--- config.mk ---
export PLATFORM = sky130hd
export DESIGN_NAME = dv_debug_apb_master
export DESIGN_NICKNAME = d
export VERILOG_FILES = /design/src/rtl/dv_debug_apb_master.sv
export SDC_FILE = /design/constraint.sdc
export NUM_CORES = 1
export LEC_CHECK = 0
export ABC_AREA = 1
export CAP_MARGIN = 20
export CORE_UTILIZATION = 45
export CTS_CLUSTER_SIZE = 20
export DETAILED_ROUTE_END_ITERATION = 8
export PLACE_DENSITY = 0.87
export SETUP_SLACK_MARGIN = 0.4
export SYNTH_ARGS = -nofsm -noshare
export SYNTH_HDL_FRONTEND = slang
export SYNTH_SLANG_ARGS = --single-unit
--- constraint.sdc ---
create_clock -name clk -period 5.7 [get_ports clk]
set_clock_uncertainty 0.15 [all_clocks]
set_input_delay 1.14 -clock clk [delete_from_list [all_inputs] [get_ports clk]]
set_output_delay 1.14 -clock clk [all_outputs]
set_load 0.1 [all_outputs]
--- src/rtl/dv_debug_apb_master.sv ---
// dv_debug_apb_master
//   APB initiator for the debug com bus. It takes one command (address, direction,
//   write data) and runs it as a single APB SETUP/ACCESS transfer. The read data and
//   status come back on a valid/ready response channel.
// Ports
//   clk, rstn                       clock, asynchronous active-low reset
//   cmd_valid_i/cmd_ready_o         command handshake; cmd_write_i, cmd_addr_i, cmd_wdata_i
//   rsp_valid_o/rsp_ready_i         response handshake; rsp_rdata_o, rsp_err_o, rsp_timeout_o
//   busy_o                          high whenever a command is in flight
//   psel_o, penable_o, paddr_o, pwdata_o, pwrite_o, prdata_i, pready_i, pslverr_i  APB side
module dv_debug_apb_master #(
    parameter int unsigned ADDR_W  = 32,
    parameter int unsigned DATA_W  = 48,
    parameter int unsigned TIMEOUT = 256,  // 0 = wait forever
    parameter int unsigned TO_W    = 9     // 2**TO_W > TIMEOUT
) (
    input  logic              clk,
    input  logic              rstn,
    input  logic              cmd_valid_i,
    output logic              cmd_ready_o,
    input  logic              cmd_write_i,
    input  logic [ADDR_W-1:0] cmd_addr_i,
    input  logic [DATA_W-1:0] cmd_wdata_i,
    output logic              rsp_valid_o,
    input  logic              rsp_ready_i,
    output logic [DATA_W-1:0] rsp_rdata_o,
    output logic              rsp_err_o,
    output logic              rsp_timeout_o,
    output logic              busy_o,
    output logic              psel_o,
    output logic              penable_o,
    output logic [ADDR_W-1:0] paddr_o,
    output logic [DATA_W-1:0] pwdata_o,
    output logic              pwrite_o,
    input  logic [DATA_W-1:0] prdata_i,
    input  logic              pready_i,
    input  logic              pslverr_i
);

    typedef enum logic [1:0] {StIdle, StSetup, StAccess, StResp} state_e;

    state_e              state_q, state_d;
    logic                psel_q, psel_d;
    logic                penable_q, penable_d;
    logic [ADDR_W-1:0]   paddr_q, paddr_d;
    logic [DATA_W-1:0]   pwdata_q, pwdata_d;
    logic                pwrite_q, pwrite_d;
    logic [DATA_W-1:0]   rdata_q, rdata_d;
    logic                err_q, err_d;
    logic                to_q, to_d;
    logic [TO_W-1:0]     cnt_q, cnt_d;
    logic                to_hit;

    // Last permitted ACCESS cycle without pready; pready on that same cycle still wins.
    assign to_hit = (TIMEOUT != 0) && (cnt_q == TO_W'(TIMEOUT - 1));

    always_comb begin
        state_d   = state_q;
        psel_d    = 1'b0;
        penable_d = 1'b0;
        paddr_d   = paddr_q;
        pwdata_d  = pwdata_q;
        pwrite_d  = pwrite_q;
        rdata_d   = rdata_q;
        err_d     = err_q;
        to_d      = to_q;
        cnt_d     = cnt_q;
        unique case (state_q)
            StIdle: begin
                if (cmd_valid_i) begin
                    paddr_d  = cmd_addr_i;
                    pwdata_d = cmd_wdata_i;
                    pwrite_d = cmd_write_i;
                    psel_d   = 1'b1;
                    state_d  = StSetup;
                end
            end
            StSetup: begin
                cnt_d     = '0;
                psel_d    = 1'b1;
                penable_d = 1'b1;
                state_d   = StAccess;
            end
            StAccess: begin
                if (pready_i) begin
                    rdata_d = pwrite_q ? '0 : prdata_i;
                    err_d   = pslverr_i;
                    to_d    = 1'b0;
                    state_d = StResp;
                end else if (to_hit) begin
                    rdata_d = '0;
                    err_d   = 1'b1;
                    to_d    = 1'b1;
                    state_d = StResp;
                end else begin
                    cnt_d     = cnt_q + TO_W'(1);
                    psel_d    = 1'b1;
                    penable_d = 1'b1;
                end
            end
            StResp: begin
                if (rsp_ready_i) begin
                    state_d = StIdle;
                end
            end
            default: state_d = StIdle;
        endcase
    end

    always_ff @(posedge clk or negedge rstn) begin
        if (!rstn) begin
            state_q   <= StIdle;
            psel_q    <= 1'b0;
            penable_q <= 1'b0;
            paddr_q   <= '0;
            pwdata_q  <= '0;
            pwrite_q  <= 1'b0;
            rdata_q   <= '0;
            err_q     <= 1'b0;
            to_q      <= 1'b0;
            cnt_q     <= '0;
        end else begin
            state_q   <= state_d;
            psel_q    <= psel_d;
            penable_q <= penable_d;
            paddr_q   <= paddr_d;
            pwdata_q  <= pwdata_d;
            pwrite_q  <= pwrite_d;
            rdata_q   <= rdata_d;
            err_q     <= err_d;
            to_q      <= to_d;
            cnt_q     <= cnt_d;
        end
    end

    assign cmd_ready_o   = (state_q == StIdle);
    assign rsp_valid_o   = (state_q == StResp);
    assign busy_o        = (state_q != StIdle);
    assign rsp_rdata_o   = rdata_q;
    assign rsp_err_o     = err_q;
    assign rsp_timeout_o = to_q;
    assign psel_o        = psel_q;
    assign penable_o     = penable_q;
    assign paddr_o       = paddr_q;
    assign pwdata_o      = pwdata_q;
    assign pwrite_o      = pwrite_q;

endmodule

# After elaboration in Yosys (flattened, before gate mapping)

Index checks and enable logic that the tools add are counted.

Register bits: 144
Bits of input ports: 135
Output and inout bits: 136
Logic and storage cells: 47

Add/subtract/negate cells: 1
Equal/unequal tests: 9
Muxes and demuxes: 19
Reductions and logical operators: 8

Operators by type and width:

| cell                  | count |
|---|---|
| $mux W48              | 3 |
| $mux W9               | 2 |
| $pmux W9 S2           | 1 |
| $add A9 B1 Y9 const B | 1 |
| $eq A9 B8 Y1 const B  | 1 |
| $mux W2               | 4 |
| $pmux W2 S4           | 1 |
| $mux W1               | 6 |
| $ne A2 B2 Y1 const B  | 3 |
| $reduce_and A3 Y1     | 2 |
| $reduce_bool A2 Y1    | 3 |
| $eq A2 B2 Y1 const B  | 2 |
| $reduce_and A2 Y1     | 2 |
| $ne A3 B3 Y1 const B  | 1 |
| $pmux W1 S3           | 1 |
| $eq A2 B1 Y1 const B  | 1 |
| $logic_not A2 Y1      | 1 |
| $ne A2 B1 Y1 const B  | 1 |
| $pmux W1 S2           | 1 |

# Depth between registers and ports, before layout

Gate-level depths: netlist of run 1.

Word-level depth: 4
Gate-level depth with buffers: 11
Gate-level depth less buffers: 11

# Worst setup path before layout of run 1

OpenSTA, ideal clock, no wires.

Path type: register -> output
Start point: register state_q[0]
End point: output port busy_o
Data arrival time: 2,014 ps
Data required time: 4,410 ps
Slack: 2,396 ps
Stages on the path, launching flop included: 4
Cells stage by stage: dfrtp_1 > inv_1 > ha_1 > inv_1

Word-level cells in the longest chain between the ends: 1

RTL lines:

| element                | line | source |
|---|---|---|
| start, declared        | 42   | `state_e state_q, state_d;` |
| start signal, assigned | 112  | `state_q <= StIdle;` |
| start signal, assigned | 123  | `state_q <= state_d;` |
| $reduce_bool A2 Y1     | 138  | `assign busy_o = (state_q != StIdle);` |
| end, declared          | 29   | `output logic busy_o,` |

Every way passes these cells.

# Final worst setup path of run 1

Same ends and word-level chain as after synthesis.

==> results of run 1 <==
==> layer usage <==
| layer | vias up | global-route usage [%] | wire [µm] |
|---|---|---|---|
| met2 | 189 | 41.1 | 8230 |
| met5 | - | 0 | 0 |
| met4 | 0 | 11.4 | 464 |
| met1 | 2284 | 25.6 | 5680 |
| met3 | 44 | 8.53 | 1130 |
| li1 | 2135 | - | - |
==> logic make-up (layout without fill, tap and decap cells) <==
group	after synthesis	count (layout)	synth area share [%]
AOI/OAI and AO/OA	60	60	6.57
muxes	81	81	15.7
DFF	144	144	61.9
buffers and inverters	92	371	6.60
and+or+nand+nor	102	102	8.01
adders and majority gates	6	6	1.29
==> sequential cells by signal (all words and copies together), names as in the netlist <==
register       cells
cnt_q              9
paddr_o           32
penable_o          1
psel_o             1
pwdata_o          48
pwrite_o           1
rsp_err_o          1
rsp_rdata_o       48
rsp_timeout_o      1
state_q            2
==> cells in the mapped netlist (all sizes together) <==
| library cell | number |
|---|---|
| inv | 68 |
| o22ai | 1 |
| nand4 | 3 |
| a21oi | 5 |
| ha | 6 |
| nor2 | 19 |
| clkbuf | 10 |
| nand3 | 53 |
| o211ai | 1 |
| buf | 14 |
| o21ai | 52 |
| a31o | 1 |
| nand2 | 26 |
| or2 | 1 |
| mux2 | 81 |
| dfrtp | 144 |
==> stage by stage <==
step                cells  utilization [%]
floorplan             485                -
global placement      905             68.4
detailed placement    905             68.4
CTS                   936             73.2
global route          936             73.2
finish                936             73.2
==> layout make-up <==
cell class	instances	area, µm²	area share (%)
Sequential cell	144	3600	39.0
Timing Repair Buffer	272	2720	29.4
Multi-Input combinational cell	249	1840	20.0
Clock buffer	21	470	5.09
Inverter	68	255	2.76
Tap cell	172	215	2.33
Clock inverter	10	135	1.46
==> worst max path at each step <==
stage | cells after the start | from | endpoint
2_1_floorplan | 3 | state_q[0] | busy_o
3_3_place_gp | 4 | pready_i | rsp_rdata_o[6]
3_5_place_dp | 4 | pready_i | rsp_rdata_o[8]
4_1_cts | 4 | state_q[0] | busy_o
5_1_grt | 4 | state_q[0] | busy_o
6_report | 4 | state_q[0] | busy_o
==> results.json, run 1 <==
{
  "postLayoutCellArea_um2": 9240,
  "cp_top_family": "buffers and inverters",
  "r2r-start": "state_q[0]",
  "seq_area_frac_synth_pct": 61.9,
  "worst_setup_path_start_kind": "flip-flop",
  "min_to": "paddr_o[7]",
  "min_period_over_period_pct": 64.5,
  "end_kind": "output pin",
  "antenna_found_initial": 0,
  "hold_viol": 0,
  "die_w_um": 116,
  "yosysTopAreaCellShare_pct": 61.9,
  "drt-initial-drc-count": 298,
  "hold_buffers": 0,
  "finalCriticalPeriod_ns": 3.68,
  "grt_use_total_pct": 23.6,
  "slowest_stage": "clkdlybuf4s50_1",
  "post_route_cells_drive_above_1_share_pct": 18.2,
  "start_util_pct": 46.2,
  "worstMarginPinSlew_ns": 1.07,
  "antenna-diode-count": 0,
  "layout_setup_ws_ns": 2.02,
  "synthDistinctLibCells": 21,
  "r2r_end": "rsp_rdata_o[8]",
  "path_buf_inv": 3,
  "relSlewSlack_pct": 28.6,
  "vias": 4652,
  "min_path_type": "reg2reg",
  "fp-row-count": 41,
  "required_ns": 4.41,
  "cts.sinks": 144,
  "synthCells": 485,
  "fin_hold_ws_ns": 0.353,
  "totalWireLength_um": 15500,
  "nFillCells": 852,
  "maxCapViolCount": 0,
  "hold_depth": 1,
  "setup_viol": 0,
  "cts_tree": "yes",
  "mostFrequentLayoutCell": "clkdlybuf4s50_1",
  "clk_pin_slew_ns": 0.06,
  "synth_seq_cells": 144,
  "rsz0062_at_grt": "false",
  "path_cells": "inv_1, ha_1, inv_1, clkdlybuf4s50_1",
  "ios": 271,
  "cts_inserted_buffers": 17,
  "routedWlPerCell_um": 16.6,
  "overflow": 0,
  "worstPathMaxFanout": 4,
  "critical_path_class": "reg2out",
  "grt_max_degree": 91,
  "ant_nets": 0,
  "grt_first_pass_wirelength_um": 23700,
  "synth.avg_cell_area_um2": 12.0,
  "post_cts_buffers": 0,
  "vias_per_cell": 4.97,
  "netlist_area_um2": 5820,
  "reg2reg_depth": 5,
  "die-height_um": 116,
  "mostFrequentLayoutCells": "clkdlybuf4s50_1, dfrtp_1, mux2_2, inv_1, nand3_1",
  "coreArea_um2": 12600,
  "run_status": "finished, final reports clean",
  "cts-htree-levels": 4,
  "max_clock_freq_mhz": 272,
  "dp_slack_ns": 2.27,
  "die_area_um2": 13400,
  "hpwl_um": 11200,
  "cp.arrival_ns": 2.39,
  "gp_congestion": 0.775,
  "ys_top_cells_by_area": "dfrtp_1, mux2_2, nand3_1",
  "postPlaceCellArea_um2": 8640,
  "synth_area_leader_cell": "dfrtp_1",
  "tns_ns": 0,
  "slew_violations": 0,
  "grt_pass1_vias": 4886,
  "port-buffer-count": 270,
  "crit_top_cell": "inv_1",
  "worstHoldStart": "paddr_o[7]",
  "drc_errors": 0,
  "post_cts_resized": 0,
  "cpPeakStageDelay_ns": 1.13,
  "cts-root-buf": "clkbuf_16",
  "synth_nets": 626,
  "dr.pass1.iters": 5,
  "r2r_slack_ns": 3.07,
  "syn2layout_area_growth_pct": 58.7,
  "synth_warnings": 0,
  "final_nets": 893,
  "insertion_delay_ns": 0.42,
  "clk_path_buf_depth": 2
}
Power of run 1 is not shown: default switching activity piles up to over one toggle a cycle in this logic, so the estimate is an artifact.
==> inputs of run 2 (changes only) <==
--- a/config.mk
+++ b/config.mk
@@ -7,10 +7,10 @@
 export LEC_CHECK = 0
 export ABC_AREA = 1
 export CAP_MARGIN = 20
-export CORE_UTILIZATION = 45
+export CORE_UTILIZATION = 41
 export CTS_CLUSTER_SIZE = 20
 export DETAILED_ROUTE_END_ITERATION = 8
-export PLACE_DENSITY = 0.87
+export PLACE_DENSITY = 0.8
 export SETUP_SLACK_MARGIN = 0.4
 export SYNTH_ARGS = -nofsm -noshare
 export SYNTH_HDL_FRONTEND = slang
==> constraint.sdc (replaced) <==
create_clock -name clk -period 3.66 [get_ports clk]
set_clock_uncertainty 0.15 [all_clocks]
set_input_delay 0.732 -clock clk [delete_from_list [all_inputs] [get_ports clk]]
set_output_delay 0.732 -clock clk [all_outputs]
set_load 0.1 [all_outputs]
==> run 2 against run 1 <==
Cell area fell by 0.58%. Setup slack got worse by 1.2 ns. Highest routed layer unchanged. Non-clock buffer count rose by 4. Final cell count rose by 1.6%. Critical endpoint is now paddr_o[7]. Sequential share of layout area rose by 0.23 points.
==> results.json, run 2 (synthesis gave the netlist of run 1 again) <==
{
  "totalWireLength_um": 15500,
  "hold_viol": 0,
  "slew_violations": 0,
  "vias_per_cell": 4.82,
  "max_clock_freq_mhz": 354,
  "worstMarginPinSlew_ns": 1.03,
  "ios": 271,
  "final-seq-area_um2": 3600,
  "port-buffer-count": 270,
  "grt_pass1_vias": 4740,
  "cts-root-buf": "clkbuf_16",
  "grt_first_pass_wirelength_um": 23600,
  "setup_viol": 0,
  "antenna_found_initial": 2,
  "reg2reg_depth": 10,
  "path_cells": "clkdlybuf4s50_1",
  "syn2layout_area_growth_pct": 57.8,
  "coreArea_um2": 13900,
  "mostFrequentLayoutCells": "clkdlybuf4s50_1, dfrtp_1, mux2_2, inv_1, nand3_1",
  "tns_ns": 0,
  "nFillCells": 1074,
  "die_w_um": 121,
  "min_path_type": "in2async",
  "dr.pass1.iters": 5,
  "grt_use_total_pct": 21.6,
  "stdcell_count": 951,
  "slowest_stage": "clkdlybuf4s50_1",
  "cts-htree-levels": 4,
  "min_period_over_period_pct": 77.3,
  "cp_top_family": "buffers and inverters",
  "hpwl_um": 11500,
  "r2r-start": "cnt_q[0]",
  "clk_path_buf_depth": 2,
  "post_route_cells_drive_above_1_share_pct": 21.1,
  "required_ns": 2.78,
  "post_cts_resized": 0,
  "post_cts_buffers": 0,
  "cts_tree": "yes",
  "worst_setup_path_start_kind": "flip-flop",
  "hold_buffers": 0,
  "gp_congestion": 0.790,
  "cts.sinks": 144,
  "multi_input_area_um2": 1850,
  "r2r_slack_ns": 1.24,
  "run_status": "finished, final reports clean",
  "cp.arrival_ns": 1.95,
  "final_nets": 897,
  "insertion_delay_ns": 0.41,
  "ant_nets": 0,
  "fp-row-count": 43,
  "r2r_end": "rsp_err_o",
  "relSlewSlack_pct": 31.1,
  "mostFrequentLayoutCell": "clkdlybuf4s50_1",
  "die-height_um": 121,
  "worstPathMaxFanout": 2,
  "die_area_um2": 14700,
  "rsz0062_at_grt": "false",
  "cts_inserted_buffers": 17,
  "finalCriticalPeriod_ns": 2.83,
  "routedWlPerCell_um": 16.3,
  "path_buf_inv": 1,
  "end_kind": "output pin",
  "start_util_pct": 42.0,
  "maxCapViolCount": 0,
  "grt_max_degree": 61,
  "drc_errors": 0,
  "cpPeakStageDelay_ns": 1.17,
  "vias": 4585,
  "clk_pin_slew_ns": 0.06,
  "critical_path_class": "reg2out",
  "overflow": 0,
  "dp.cells": 917,
  "drt-initial-drc-count": 146
}
[run 2: worst reg2reg max path, delay by kind of cell (launching register included)]
kind            cells  cell delay [ns]
fa+ha+maj           2             0.45
compound gates      1             0.05
simple gates        6             1.19
buf+inv             1             0.06
flops               1             0.41
[run 2: routing by layer]
metal	global-route usage (%)	routed length (µm)	vias to the layer above
li1	-	-	2141
met1	22.1	5640	2238
met2	38.9	8360	181
met3	8.55	1160	25
met4	9.10	299	0
met5	0	0	-
[run 2: cell type report]
class | instances | area share, %
diodes | 2 | 0.0545
clock buffers | 26 | 5.11
flip-flops and latches | 144 | 39.2
well taps | 180 | 2.45
inverters | 68 | 2.78
multi-input cells | 249 | 20.1
repair buffers | 276 | 29.4
clock inverters | 6 | 0.899
[run 2: worst max path at each step]
| stage | to | cells past startpoint | start |
|---|---|---|---|
| 2_1_floorplan | busy_o | 3 | state_q[0] |
| 3_3_place_gp | rsp_rdata_o[17] | 4 | pready_i |
| 3_5_place_dp | rsp_rdata_o[23] | 4 | pready_i |
| 4_1_cts | paddr_o[7] | 1 | paddr_o[7] |
| 5_1_grt | paddr_o[7] | 1 | paddr_o[7] |
| 6_report | paddr_o[7] | 1 | paddr_o[7] |
[run 2: metrics by stage]
step	setup WS, ns	util (%)	hold slack, ns	area, µm²
detailed placement	0.924	62.2	0.341	8630
finish	0.832	66.2	0.140	9190
floorplan	0.764	-	0.286	5820
global placement	1.01	62.2	0.334	8630
CTS	0.800	66.2	0.148	9180
global route	0.779	66.2	0.156	9190
Power of run 2 is left out for the same reason.
==> inputs of run 3 (changes only) <==
==> constraint.sdc (replaced) <==
create_clock -name clk -period 2.8 [get_ports clk]
set_clock_uncertainty 0.15 [all_clocks]
set_input_delay 0.56 -clock clk [delete_from_list [all_inputs] [get_ports clk]]
set_output_delay 0.56 -clock clk [all_outputs]
set_load 0.1 [all_outputs]
==> run 3 against run 2 <==
First-iteration DRC count is 14% lower. Flip-flop and latch count unchanged. Die area is the same. Cell area fell by 2.5%. Count of clock-buffer cells in the layout decreased by 7. Via count decreased by 1.0%. Sequential share of layout area increased by 0.99 points. Wire length is 3.9% lower. Final cell count increased by 0.21%. Register-to-register slack worse by 0.66 ns. Non-clock buffer count up 5.
==> results.json, run 3 (synthesis gave the netlist of run 1 again) <==
{
  "run_status": "finished, final reports clean",
  "gp_congestion": 0.772,
  "ios": 271,
  "mostFrequentLayoutCells": "dfrtp_1, buf_4, clkdlybuf4s50_1, mux2_2, inv_1",
  "vias_per_cell": 4.76,
  "relSlewSlack_pct": 60.9,
  "tns_ns": 0,
  "cts_tree": "yes",
  "grt_first_pass_wirelength_um": 23100,
  "mostFrequentLayoutCell": "dfrtp_1",
  "syn2layout_area_growth_pct": 53.9,
  "cts_inserted_buffers": 17,
  "cts.sinks": 144,
  "grt_use_total_pct": 20.9,
  "min_path_type": "reg2reg",
  "end_kind": "flip-flop",
  "worstMarginPinSlew_ns": 0.587,
  "maxCapViolCount": 0,
  "insertion_delay_ns": 0.41,
  "rsz0062_at_grt": "false",
  "wl_met3_um": 1050,
  "min_period_over_period_pct": 79.3,
  "worst_setup_path_start_kind": "flip-flop",
  "vias": 4537,
  "post_route_cells_drive_above_1_share_pct": 36.9,
  "dr.pass1.iters": 4,
  "antenna_found_initial": 0,
  "drt-met1-wl_um": 5420,
  "clk_pin_slew_ns": 0.06,
  "ant_nets": 0,
  "slew_violations": 0,
  "route.met2.wl_um": 8030,
  "port-buffer-count": 270,
  "hpwl_um": 11200,
  "hold_depth": 1,
  "final_core_util_pct": 64.6,
  "reg2reg_depth": 10,
  "clk_path_buf_depth": 2,
  "overflow": 0,
  "finalCriticalPeriod_ns": 2.22,
  "critical_path_class": "reg2reg",
  "drt-initial-drc-count": 126,
  "die_w_um": 121,
  "required_ns": 2.96,
  "worstPathMaxFanout": 28,
  "drc_errors": 0,
  "grt_pass1_vias": 4640,
  "setup_viol": 0,
  "die_area_um2": 14700,
  "hold_viol": 0,
  "fp-row-count": 43,
  "routedWlPerCell_um": 15.6,
  "cts-htree-levels": 4,
  "topRoutingLayerUsed": "met4",
  "coreArea_um2": 13900,
  "cp.arrival_ns": 2.38,
  "grt_max_degree": 54,
  "antenna-diode-count": 0,
  "totalWireLength_um": 14900,
  "die-height_um": 121,
  "final_nets": 902,
  "cts-root-buf": "clkbuf_16",
  "post_cts_buffers": 0,
  "max_clock_freq_mhz": 451,
  "start_util_pct": 42.0
}
run 3: per-layer routing:
metal  up-vias  track usage [%]
li1       2152                -
met1      2202             22.2
met2       158             37.3
met3        25             6.63
met4         0             9.80
met5         -                0
run 3: stage by stage:
stage / cells / area [µm²] / setup WS [ns] / hold slack (ns)
after global placement: 921 / 8410 / 0.508 / 0.335
after global routing: 953 / 8960 / 0.403 / 0.362
final: 953 / 8960 / 0.581 / 0.353
after floorplan: 485 / 5830 / 0.427 / 0.114
after detailed placement: 921 / 8410 / 0.416 / 0.344
after CTS: 953 / 8960 / 0.435 / 0.356
run 3: critical path, cell delays in order (launching register included):
cell	delay [ns]
dfrtp_1	0.41
ha_1	0.23
nand2_1	0.07
inv_1	0.07
nand3_1	0.07
nor2_1	0.04
ha_1	0.23
nand2_4	0.25
buf_4	0.35
nand3_1	0.12
o21ai_0	0.12
run 3: final timing paths:
kind / from / end / slack, ns
max: cnt_q[0] / rsp_rdata_o[6] / 0.58
min: pwdata_o[8] / pwdata_o[8] / 0.35
max reg2reg: cnt_q[0] / rsp_rdata_o[6] / 0.58
min reg2reg: pwdata_o[8] / pwdata_o[8] / 0.35
max in group asynchronous: rstn / paddr_o[3] / 1.28
min in group asynchronous: rstn / pwdata_o[24] / 0.51
run 3: layout make-up:
type                            count  area [µm²]
Clock buffer                       19         443
Clock inverter                     12        95.1
Fill cell                        1133        4920
Inverter                           68         255
Multi-Input combinational cell    249        1850
Sequential cell                   144        3600
Tap cell                          180         225
Timing Repair Buffer              281        2490
run 3: timing repair:
action                                 CTS  global route
setup endpoints to repair                0            28
hold buffers                             1             0
resized for setup                        0             1
endpoints found under the hold margin   44             0
Power of run 3 is left out for the same reason.
